==> config.mk <==
export PLATFORM = sky130hd
export DESIGN_NAME = func_gen_dds
export DESIGN_NICKNAME = d
export VERILOG_FILES = /design/src/rtl/func_gen_dds.sv
export SDC_FILE = /design/constraint.sdc
export NUM_CORES = 1
export LEC_CHECK = 0
export CAP_MARGIN = 20
export CORE_ASPECT_RATIO = 0.75
export CORE_MARGIN = 3
export CORE_UTILIZATION = 59
export DETAILED_ROUTE_END_ITERATION = 10
export PLACE_DENSITY = 0.85
export SYNTH_ARGS = -nofsm -noshare
export SYNTH_HDL_FRONTEND = slang
export SYNTH_SLANG_ARGS = --single-unit
==> constraint.sdc <==
create_clock -name clk -period 7.5 [get_ports clk]
set_input_delay 1.5 -clock clk [delete_from_list [all_inputs] [get_ports clk]]
set_output_delay 1.5 -clock clk [all_outputs]
set_load 0.01 [all_outputs]
==> src/rtl/func_gen_dds.sv <==
// func_gen_dds: DDS function generator. Phase accumulator feeds a 3-stage sample
// pipeline (S1 phase/settings, S2 raw waveform, S3 gain/offset/saturate).
// New settings are staged in a pending set and swapped in on a phase wrap.
module func_gen_dds #(
  parameter int DATA_W = 8,
  parameter int ACC_W  = 32,
  parameter int TBL_AW = 8,
  parameter int PAT_W  = 16
) (
  input  logic              clk,
  input  logic              rst,
  input  logic              enable,
  input  logic              cfg_load,
  input  logic [2:0]        cfg_sig_type,
  input  logic [ACC_W-1:0]  cfg_phase_inc,
  input  logic [DATA_W-1:0] cfg_duty,
  input  logic [PAT_W-1:0]  cfg_pattern,
  input  logic [DATA_W-1:0] cfg_amplitude,
  input  logic [DATA_W-1:0] cfg_offset,
  output logic [TBL_AW-1:0] lut_addr,
  input  logic [DATA_W-1:0] lut_din,
  output logic [DATA_W-1:0] wave_out,
  output logic              wave_valid,
  output logic              period_start,
  output logic              cfg_busy,
  output logic              cfg_err
);

  localparam int PAT_AW = $clog2(PAT_W);
  localparam logic [DATA_W-1:0] MAX_V    = {DATA_W{1'b1}};
  localparam logic [DATA_W-1:0] DUTY_RST = {1'b1, {(DATA_W-1){1'b0}}};

  typedef enum logic [2:0] {
    SIG_SINE     = 3'd0,
    SIG_TRIANGLE = 3'd1,
    SIG_SQUARE   = 3'd2,
    SIG_PWM      = 3'd3,
    SIG_PATTERN  = 3'd4,
    SIG_SAWTOOTH = 3'd5
  } sig_type_e;

  // accumulator and configuration state
  logic [ACC_W-1:0]  acc_q, acc_d;
  logic              wrap_pend_q, wrap_pend_d;
  logic              busy_q, busy_d;
  logic              err_q, err_d;
  sig_type_e         act_type_q, act_type_d, pend_type_q, pend_type_d;
  logic [ACC_W-1:0]  act_inc_q, act_inc_d, pend_inc_q, pend_inc_d;
  logic [DATA_W-1:0] act_duty_q, act_duty_d, pend_duty_q, pend_duty_d;
  logic [PAT_W-1:0]  act_pat_q, act_pat_d, pend_pat_q, pend_pat_d;
  logic [DATA_W-1:0] act_amp_q, act_amp_d, pend_amp_q, pend_amp_d;
  logic [DATA_W-1:0] act_off_q, act_off_d, pend_off_q, pend_off_d;
  logic [ACC_W:0]    acc_sum;
  logic              wrap;
  logic              apply;

  // pipeline state
  logic              s1_valid_q, s1_valid_d;
  logic [DATA_W-1:0] s1_p_q, s1_p_d;
  logic [TBL_AW-1:0] lut_addr_q, lut_addr_d;
  sig_type_e         s1_type_q, s1_type_d;
  logic [DATA_W-1:0] s1_duty_q, s1_duty_d;
  logic              s1_pbit_q, s1_pbit_d;
  logic [DATA_W-1:0] s1_amp_q, s1_amp_d;
  logic [DATA_W-1:0] s1_off_q, s1_off_d;
  logic              s1_ps_q, s1_ps_d;
  logic              s2_valid_q, s2_valid_d;
  logic [DATA_W-1:0] s2_raw_q, s2_raw_d;
  logic [DATA_W-1:0] s2_amp_q, s2_amp_d;
  logic [DATA_W-1:0] s2_off_q, s2_off_d;
  logic              s2_ps_q, s2_ps_d;
  logic [DATA_W-1:0] wave_q, wave_d;
  logic              wave_valid_q, wave_valid_d;
  logic              period_start_q, period_start_d;
  logic [DATA_W:0]   amp_p1;
  logic [2*DATA_W:0] prod;
  logic [2*DATA_W:0] wide;

  // Accumulator step, wrap detection and pending->active handover; a load in the
  // same cycle as an apply lands in pending after the old pending was consumed.
  always_comb begin
    acc_sum     = {1'b0, acc_q} + {1'b0, act_inc_q};
    wrap        = enable && acc_sum[ACC_W];
    apply       = busy_q && (wrap || !enable);
    acc_d       = enable ? acc_sum[ACC_W-1:0] : acc_q;
    wrap_pend_d = enable ? wrap : wrap_pend_q;
    act_type_d  = act_type_q;
    act_inc_d   = act_inc_q;
    act_duty_d  = act_duty_q;
    act_pat_d   = act_pat_q;
    act_amp_d   = act_amp_q;
    act_off_d   = act_off_q;
    pend_type_d = pend_type_q;
    pend_inc_d  = pend_inc_q;
    pend_duty_d = pend_duty_q;
    pend_pat_d  = pend_pat_q;
    pend_amp_d  = pend_amp_q;
    pend_off_d  = pend_off_q;
    busy_d      = busy_q && !apply;
    err_d       = 1'b0;
    if (apply) begin
      act_type_d = pend_type_q;
      act_inc_d  = pend_inc_q;
      act_duty_d = pend_duty_q;
      act_pat_d  = pend_pat_q;
      act_amp_d  = pend_amp_q;
      act_off_d  = pend_off_q;
    end
    if (cfg_load) begin
      if (cfg_sig_type <= 3'd5) begin
        pend_type_d = sig_type_e'(cfg_sig_type);
        pend_inc_d  = cfg_phase_inc;
        pend_duty_d = cfg_duty;
        pend_pat_d  = cfg_pattern;
        pend_amp_d  = cfg_amplitude;
        pend_off_d  = cfg_offset;
        busy_d      = 1'b1;
      end else begin
        err_d = 1'b1;
      end
    end
  end

  // Sample pipeline: settings travel with their sample so a mode change never mixes.
  always_comb begin
    s1_valid_d = enable;
    s1_p_d     = acc_q[ACC_W-1 -: DATA_W];
    lut_addr_d = acc_q[ACC_W-1 -: TBL_AW];
    s1_type_d  = act_type_q;
    s1_duty_d  = act_duty_q;
    s1_pbit_d  = act_pat_q[acc_q[ACC_W-1 -: PAT_AW]];
    s1_amp_d   = act_amp_q;
    s1_off_d   = act_off_q;
    s1_ps_d    = enable && wrap_pend_q;

    s2_raw_d = '0;
    case (s1_type_q)
      SIG_SINE:     s2_raw_d = lut_din;
      SIG_TRIANGLE: s2_raw_d = s1_p_q[DATA_W-1] ? ~{s1_p_q[DATA_W-2:0], 1'b0}
                                                :  {s1_p_q[DATA_W-2:0], 1'b0};
      SIG_SQUARE:   s2_raw_d = s1_p_q[DATA_W-1] ? '0 : MAX_V;
      SIG_PWM:      s2_raw_d = (s1_p_q < s1_duty_q) ? MAX_V : '0;
      SIG_PATTERN:  s2_raw_d = s1_pbit_q ? MAX_V : '0;
      SIG_SAWTOOTH: s2_raw_d = s1_p_q;
      default:      s2_raw_d = '0;
    endcase
    s2_valid_d = s1_valid_q;
    s2_amp_d   = s1_amp_q;
    s2_off_d   = s1_off_q;
    s2_ps_d    = s1_ps_q;

    amp_p1 = {1'b0, s2_amp_q} + {{DATA_W{1'b0}}, 1'b1};
    prod   = {{(DATA_W+1){1'b0}}, s2_raw_q} * {{DATA_W{1'b0}}, amp_p1};
    wide   = (prod >> DATA_W) + {{(DATA_W+1){1'b0}}, s2_off_q};
    wave_d = wave_q;
    if (s2_valid_q) begin
      wave_d = (wide > {{(DATA_W+1){1'b0}}, MAX_V}) ? MAX_V : wide[DATA_W-1:0];
    end
    wave_valid_d   = s2_valid_q;
    period_start_d = s2_valid_q && s2_ps_q;
  end

  // Control and configuration registers; reset restores the power-on settings.
  always_ff @(posedge clk) begin
    if (rst) begin
      acc_q       <= '0;
      wrap_pend_q <= 1'b0;
      busy_q      <= 1'b0;
      err_q       <= 1'b0;
      act_type_q  <= SIG_SINE;
      act_inc_q   <= '0;
      act_duty_q  <= DUTY_RST;
      act_pat_q   <= '0;
      act_amp_q   <= MAX_V;
      act_off_q   <= '0;
      pend_type_q <= SIG_SINE;
      pend_inc_q  <= '0;
      pend_duty_q <= DUTY_RST;
      pend_pat_q  <= '0;
      pend_amp_q  <= MAX_V;
      pend_off_q  <= '0;
    end else begin
      acc_q       <= acc_d;
      wrap_pend_q <= wrap_pend_d;
      busy_q      <= busy_d;
      err_q       <= err_d;
      act_type_q  <= act_type_d;
      act_inc_q   <= act_inc_d;
      act_duty_q  <= act_duty_d;
      act_pat_q   <= act_pat_d;
      act_amp_q   <= act_amp_d;
      act_off_q   <= act_off_d;
      pend_type_q <= pend_type_d;
      pend_inc_q  <= pend_inc_d;
      pend_duty_q <= pend_duty_d;
      pend_pat_q  <= pend_pat_d;
      pend_amp_q  <= pend_amp_d;
      pend_off_q  <= pend_off_d;
    end
  end

  // Pipeline registers; everything clears on reset.
  always_ff @(posedge clk) begin
    if (rst) begin
      s1_valid_q     <= 1'b0;
      s1_p_q         <= '0;
      lut_addr_q     <= '0;
      s1_type_q      <= SIG_SINE;
      s1_duty_q      <= '0;
      s1_pbit_q      <= 1'b0;
      s1_amp_q       <= '0;
      s1_off_q       <= '0;
      s1_ps_q        <= 1'b0;
      s2_valid_q     <= 1'b0;
      s2_raw_q       <= '0;
      s2_amp_q       <= '0;
      s2_off_q       <= '0;
      s2_ps_q        <= 1'b0;
      wave_q         <= '0;
      wave_valid_q   <= 1'b0;
      period_start_q <= 1'b0;
    end else begin
      s1_valid_q     <= s1_valid_d;
      s1_p_q         <= s1_p_d;
      lut_addr_q     <= lut_addr_d;
      s1_type_q      <= s1_type_d;
      s1_duty_q      <= s1_duty_d;
      s1_pbit_q      <= s1_pbit_d;
      s1_amp_q       <= s1_amp_d;
      s1_off_q       <= s1_off_d;
      s1_ps_q        <= s1_ps_d;
      s2_valid_q     <= s2_valid_d;
      s2_raw_q       <= s2_raw_d;
      s2_amp_q       <= s2_amp_d;
      s2_off_q       <= s2_off_d;
      s2_ps_q        <= s2_ps_d;
      wave_q         <= wave_d;
      wave_valid_q   <= wave_valid_d;
      period_start_q <= period_start_d;
    end
  end

  assign lut_addr     = lut_addr_q;
  assign wave_out     = wave_q;
  assign wave_valid   = wave_valid_q;
  assign period_start = period_start_q;
  assign cfg_busy     = busy_q;
  assign cfg_err      = err_q;

endmodule
==> results.txt, run 1 <==
Status -> finished, final reports clean
Dominant cell type by area after synthesis -> dfxtp_1
F_max -> 144 MHz
Switching share of power -> 25.0%
Vias -> 10700
Vias per cell -> 5.58
DRT Pass-1 Iters -> 5
DRC viols -> 0
PwrDens -> 198 nW/um^2
Fin Setup TNS -> 0 ns
Max Cap Violations -> 0
Die Area -> 24900 sq um
Fin Hold WS -> 0.438 ns
Final Wtd Congestion -> 0.884
Hold/Removal Path Class -> reg2reg
Synth top area share -> 38.2%
Core area -> 22300 sq um
Htree depth -> 1
DP HPWL -> 21500 microns
Diodes inserted -> 0
Post-synth EDFFs -> 0
Critical Setup Path Class -> reg2reg
Clock skew -> 0.0156 ns
Clock tree root driver cell -> clkbuf_16
Most frequent cells in the layout -> 280 x nand2_1, 259 x dfxtp_1, 123 x a21oi_1
Number of port buffers -> 106
Final Hold Fails -> 0
CTS tree -> done
Setup crit end -> wave_out[5]$_SDFFE_PP0P_
Initial antenna violation count -> 0
Site row count -> 47
Switch Pwr -> 775 uW
Worst EP arrival -> 7.33 ns
Syn Inst Count -> 1538
CP Launch Type -> flip-flop
R2R Path End -> wave_out[5]$_SDFFE_PP0P_
Num CTS Buffers -> 26
Area grow syn2layout -> 15.1%
Setup crit start -> s2_amp_q[0]$_SDFF_PP0_
Gate power share -> 11.0%
Final Util -> 69.9%
GR Overflow Total -> 0
Commonest non-fill, non-tap cell in the layout -> nand2_1
First-pass GRT wire length -> 50900 microns
Net count, final -> 1818
Drt wl/cell -> 16.1 microns
Syn_nets -> 1751
Final worst-path cycle share -> 92.7%
Skew-Pair Late Insertion Delay -> 0.54 ns
Layout Cell Area excl Fill -> 15600 sq um
RSZ-0062 raised after global routing -> no
Chip Width -> 181 microns
DP Area -> 14700 sq um
R2r setup slk -> 0.55 ns
R2r startpoint -> s2_amp_q[0]$_SDFF_PP0_
Peak supply drop -> 0.167 mV
Antenna Violating Nets Remaining -> 0
Synth area leaders -> dfxtp_1 38%, nand2_1 7.8%, ha_1 7.7%, fa_1 6.3%, nor2b_1 5.3%
FF+latch count, synth -> 259
Syn. warnings -> 0
Worst Path Required -> 7.88 ns
WL final -> 30900 microns
Critical Path Fanout Max -> 10
Initial Utilization -> 60.7%
Post-CTS Setup Bufs -> 0
R2r worst-path depth -> 24
Slew margin rel. -> 35.2%
Vias in the first global route -> 10300
Power share of the sequential group -> 46.8%
Sink Count -> 259
Num ports -> 107
Number of distinct library cells after synthesis -> 73
Synthesized cell area -> 13600 sq um
Final setup viols -> 0
Sequential fraction of the synthesis area -> 38.2%
Clock Power Share -> 42.1%
P_leak -> 6.47 nW
Max Slew Vio Count -> 0
CP Capture Type -> flip-flop
DR iter-0 viols -> 741
Fin crit period -> 6.95 ns
Height of the die -> 137 microns
Worst-margin pin slew -> 0.971 ns
Overall routing resource usage -> 24.3%
Syn Area/Cell -> 8.82 sq um
Largest net degree at the start of global routing -> 85
Reg clk slew, reported paths -> 0.06 ns
Clk buf depth -> 3
Int Power -> 2.32 mW
Share of layout cells above drive strength 1 -> 4.68%
Post-synth ARST share -> 0%
Synth Flop Type -> dfxtp_1
[state kept, by name, indices dropped and copies added (netlist names), 16 cells and up]
signal and count:
pend_pat_q 16, act_pat_q 16, pend_inc_q 32, act_inc_q 32, acc_q 32
[final cells by class]
type,instances,area (sq um)
clock inverters,14,153
fillers,1732,6720
well taps,294,368
clock buffers,34,721
repair buffers,113,1110
multi-input cells,1142,7850
flip-flops and latches,259,5180
inverters,63,238
[stage by stage]
step | power (mW) | worst slack [ns] | std cells
3_3_place_gp | 1.80 | 0.823 | 1871
3_5_place_dp | 1.82 | 0.481 | 1871
6_report | 3.10 | 0.545 | 1919
5_1_grt | 3.22 | 0.0695 | 1919
4_1_cts | 3.12 | 0.338 | 1919
2_1_floorplan | 1.69 | 1.39 | 1538
[power by group through the flow]
stage,registers (mW),clock network [mW],logic [mW]
final,1.45,1.31,0.342
after global routing,1.46,1.38,0.384
after CTS,1.45,1.32,0.342
after detailed placement,1.48,0,0.336
after global placement,1.48,0,0.324
after floorplan,1.47,0,0.224
[Yosys cell counts, drive strengths merged, types with 13 or more instances]
| master | number |
|---|---|
| nand2b | 19 |
| nand2 | 281 |
| fa | 43 |
| a21o | 22 |
| a21oi | 124 |
| nor3 | 15 |
| xor2 | 16 |
| o21ai | 31 |
| buf | 18 |
| and3 | 13 |
| clkbuf | 56 |
| nand3 | 28 |
| mux2i | 69 |
| xnor2 | 26 |
| dfxtp | 259 |
| and2 | 25 |
| ha | 83 |
| nor2 | 107 |
| inv | 62 |
| mux2 | 18 |
| nor2b | 114 |
[worst min-delay path by stage]
stage                                 startpoint                      end  cells past startpoint
after global routing      s1_amp_q[7]$_SDFF_PP0_   s2_amp_q[7]$_SDFF_PP0_                      1
after floorplan               s2_ps_q$_SDFF_PP0_  period_start$_SDFF_PP0_                      1
after global placement    s1_off_q[2]$_SDFF_PP0_   s2_off_q[2]$_SDFF_PP0_                      1
final                     s1_amp_q[7]$_SDFF_PP0_   s2_amp_q[7]$_SDFF_PP0_                      1
after CTS                 s1_amp_q[7]$_SDFF_PP0_   s2_amp_q[7]$_SDFF_PP0_                      1
after detailed placement      s1_ps_q$_SDFF_PP0_       s2_ps_q$_SDFF_PP0_                      1
[kinds of logic (layout without fill, tap and decap cells)]
group / count (synthesis) / count (layout) / share of synthesized area (%)
and+or+nand+nor: 633 / 633 / 21.9
DFF: 259 / 259 / 38.2
AOI/OAI and AO/OA: 249 / 249 / 11.6
buffers and inverters: 137 / 224 / 4.19
adders and majority gates: 126 / 126 / 14.0
muxes: 92 / 92 / 7.41
xor gates and xnor gates: 42 / 42 / 2.71
[worst max-delay path: stages (launching register included)]
cell and delay (ns):
dfxtp_1 0.54, and3_1 0.20, nand3_1 0.12, xor2_1 0.51
nor2b_1 0.14, fa_1 0.54, fa_1 0.45, fa_1 0.53
fa_1 0.51, ha_1 0.35, and3_1 0.16, a21oi_1 0.20
nand2_1 0.13, o21a_1 0.20, nor2_1 0.16, inv_1 0.08
fa_1 0.43, nor2b_1 0.13, o21ai_0 0.11, a21oi_1 0.19
o21ai_0 0.14, a21oi_1 0.27, nand2_1 0.10, mux2i_2 0.42
a311oi_1 0.19
[what timing repair did]
item	CTS	global route
setup endpoints to repair	0	7
hold buffers	0	0
endpoints found under the hold margin	0	0
gates resized for setup	0	3
[per-layer routing]
layer | GRT usage [%] | up-vias | share of wire, %
met5 | 0 | - | 0
met1 | 35.7 | 4997 | 48
met3 | 4.22 | 47 | 7.0
met2 | 37.8 | 361 | 43
li1 | - | 5306 | -
met4 | 5.54 | 0 | 1.9
No activity file was read; power rests on OpenSTA's default activity.
==> run 2, diff against run 1 <==
- SLEW_MARGIN: default -> 20
==> results of run 2 <==
No change in the layout: final DEF, timing and power equal those of run 1.
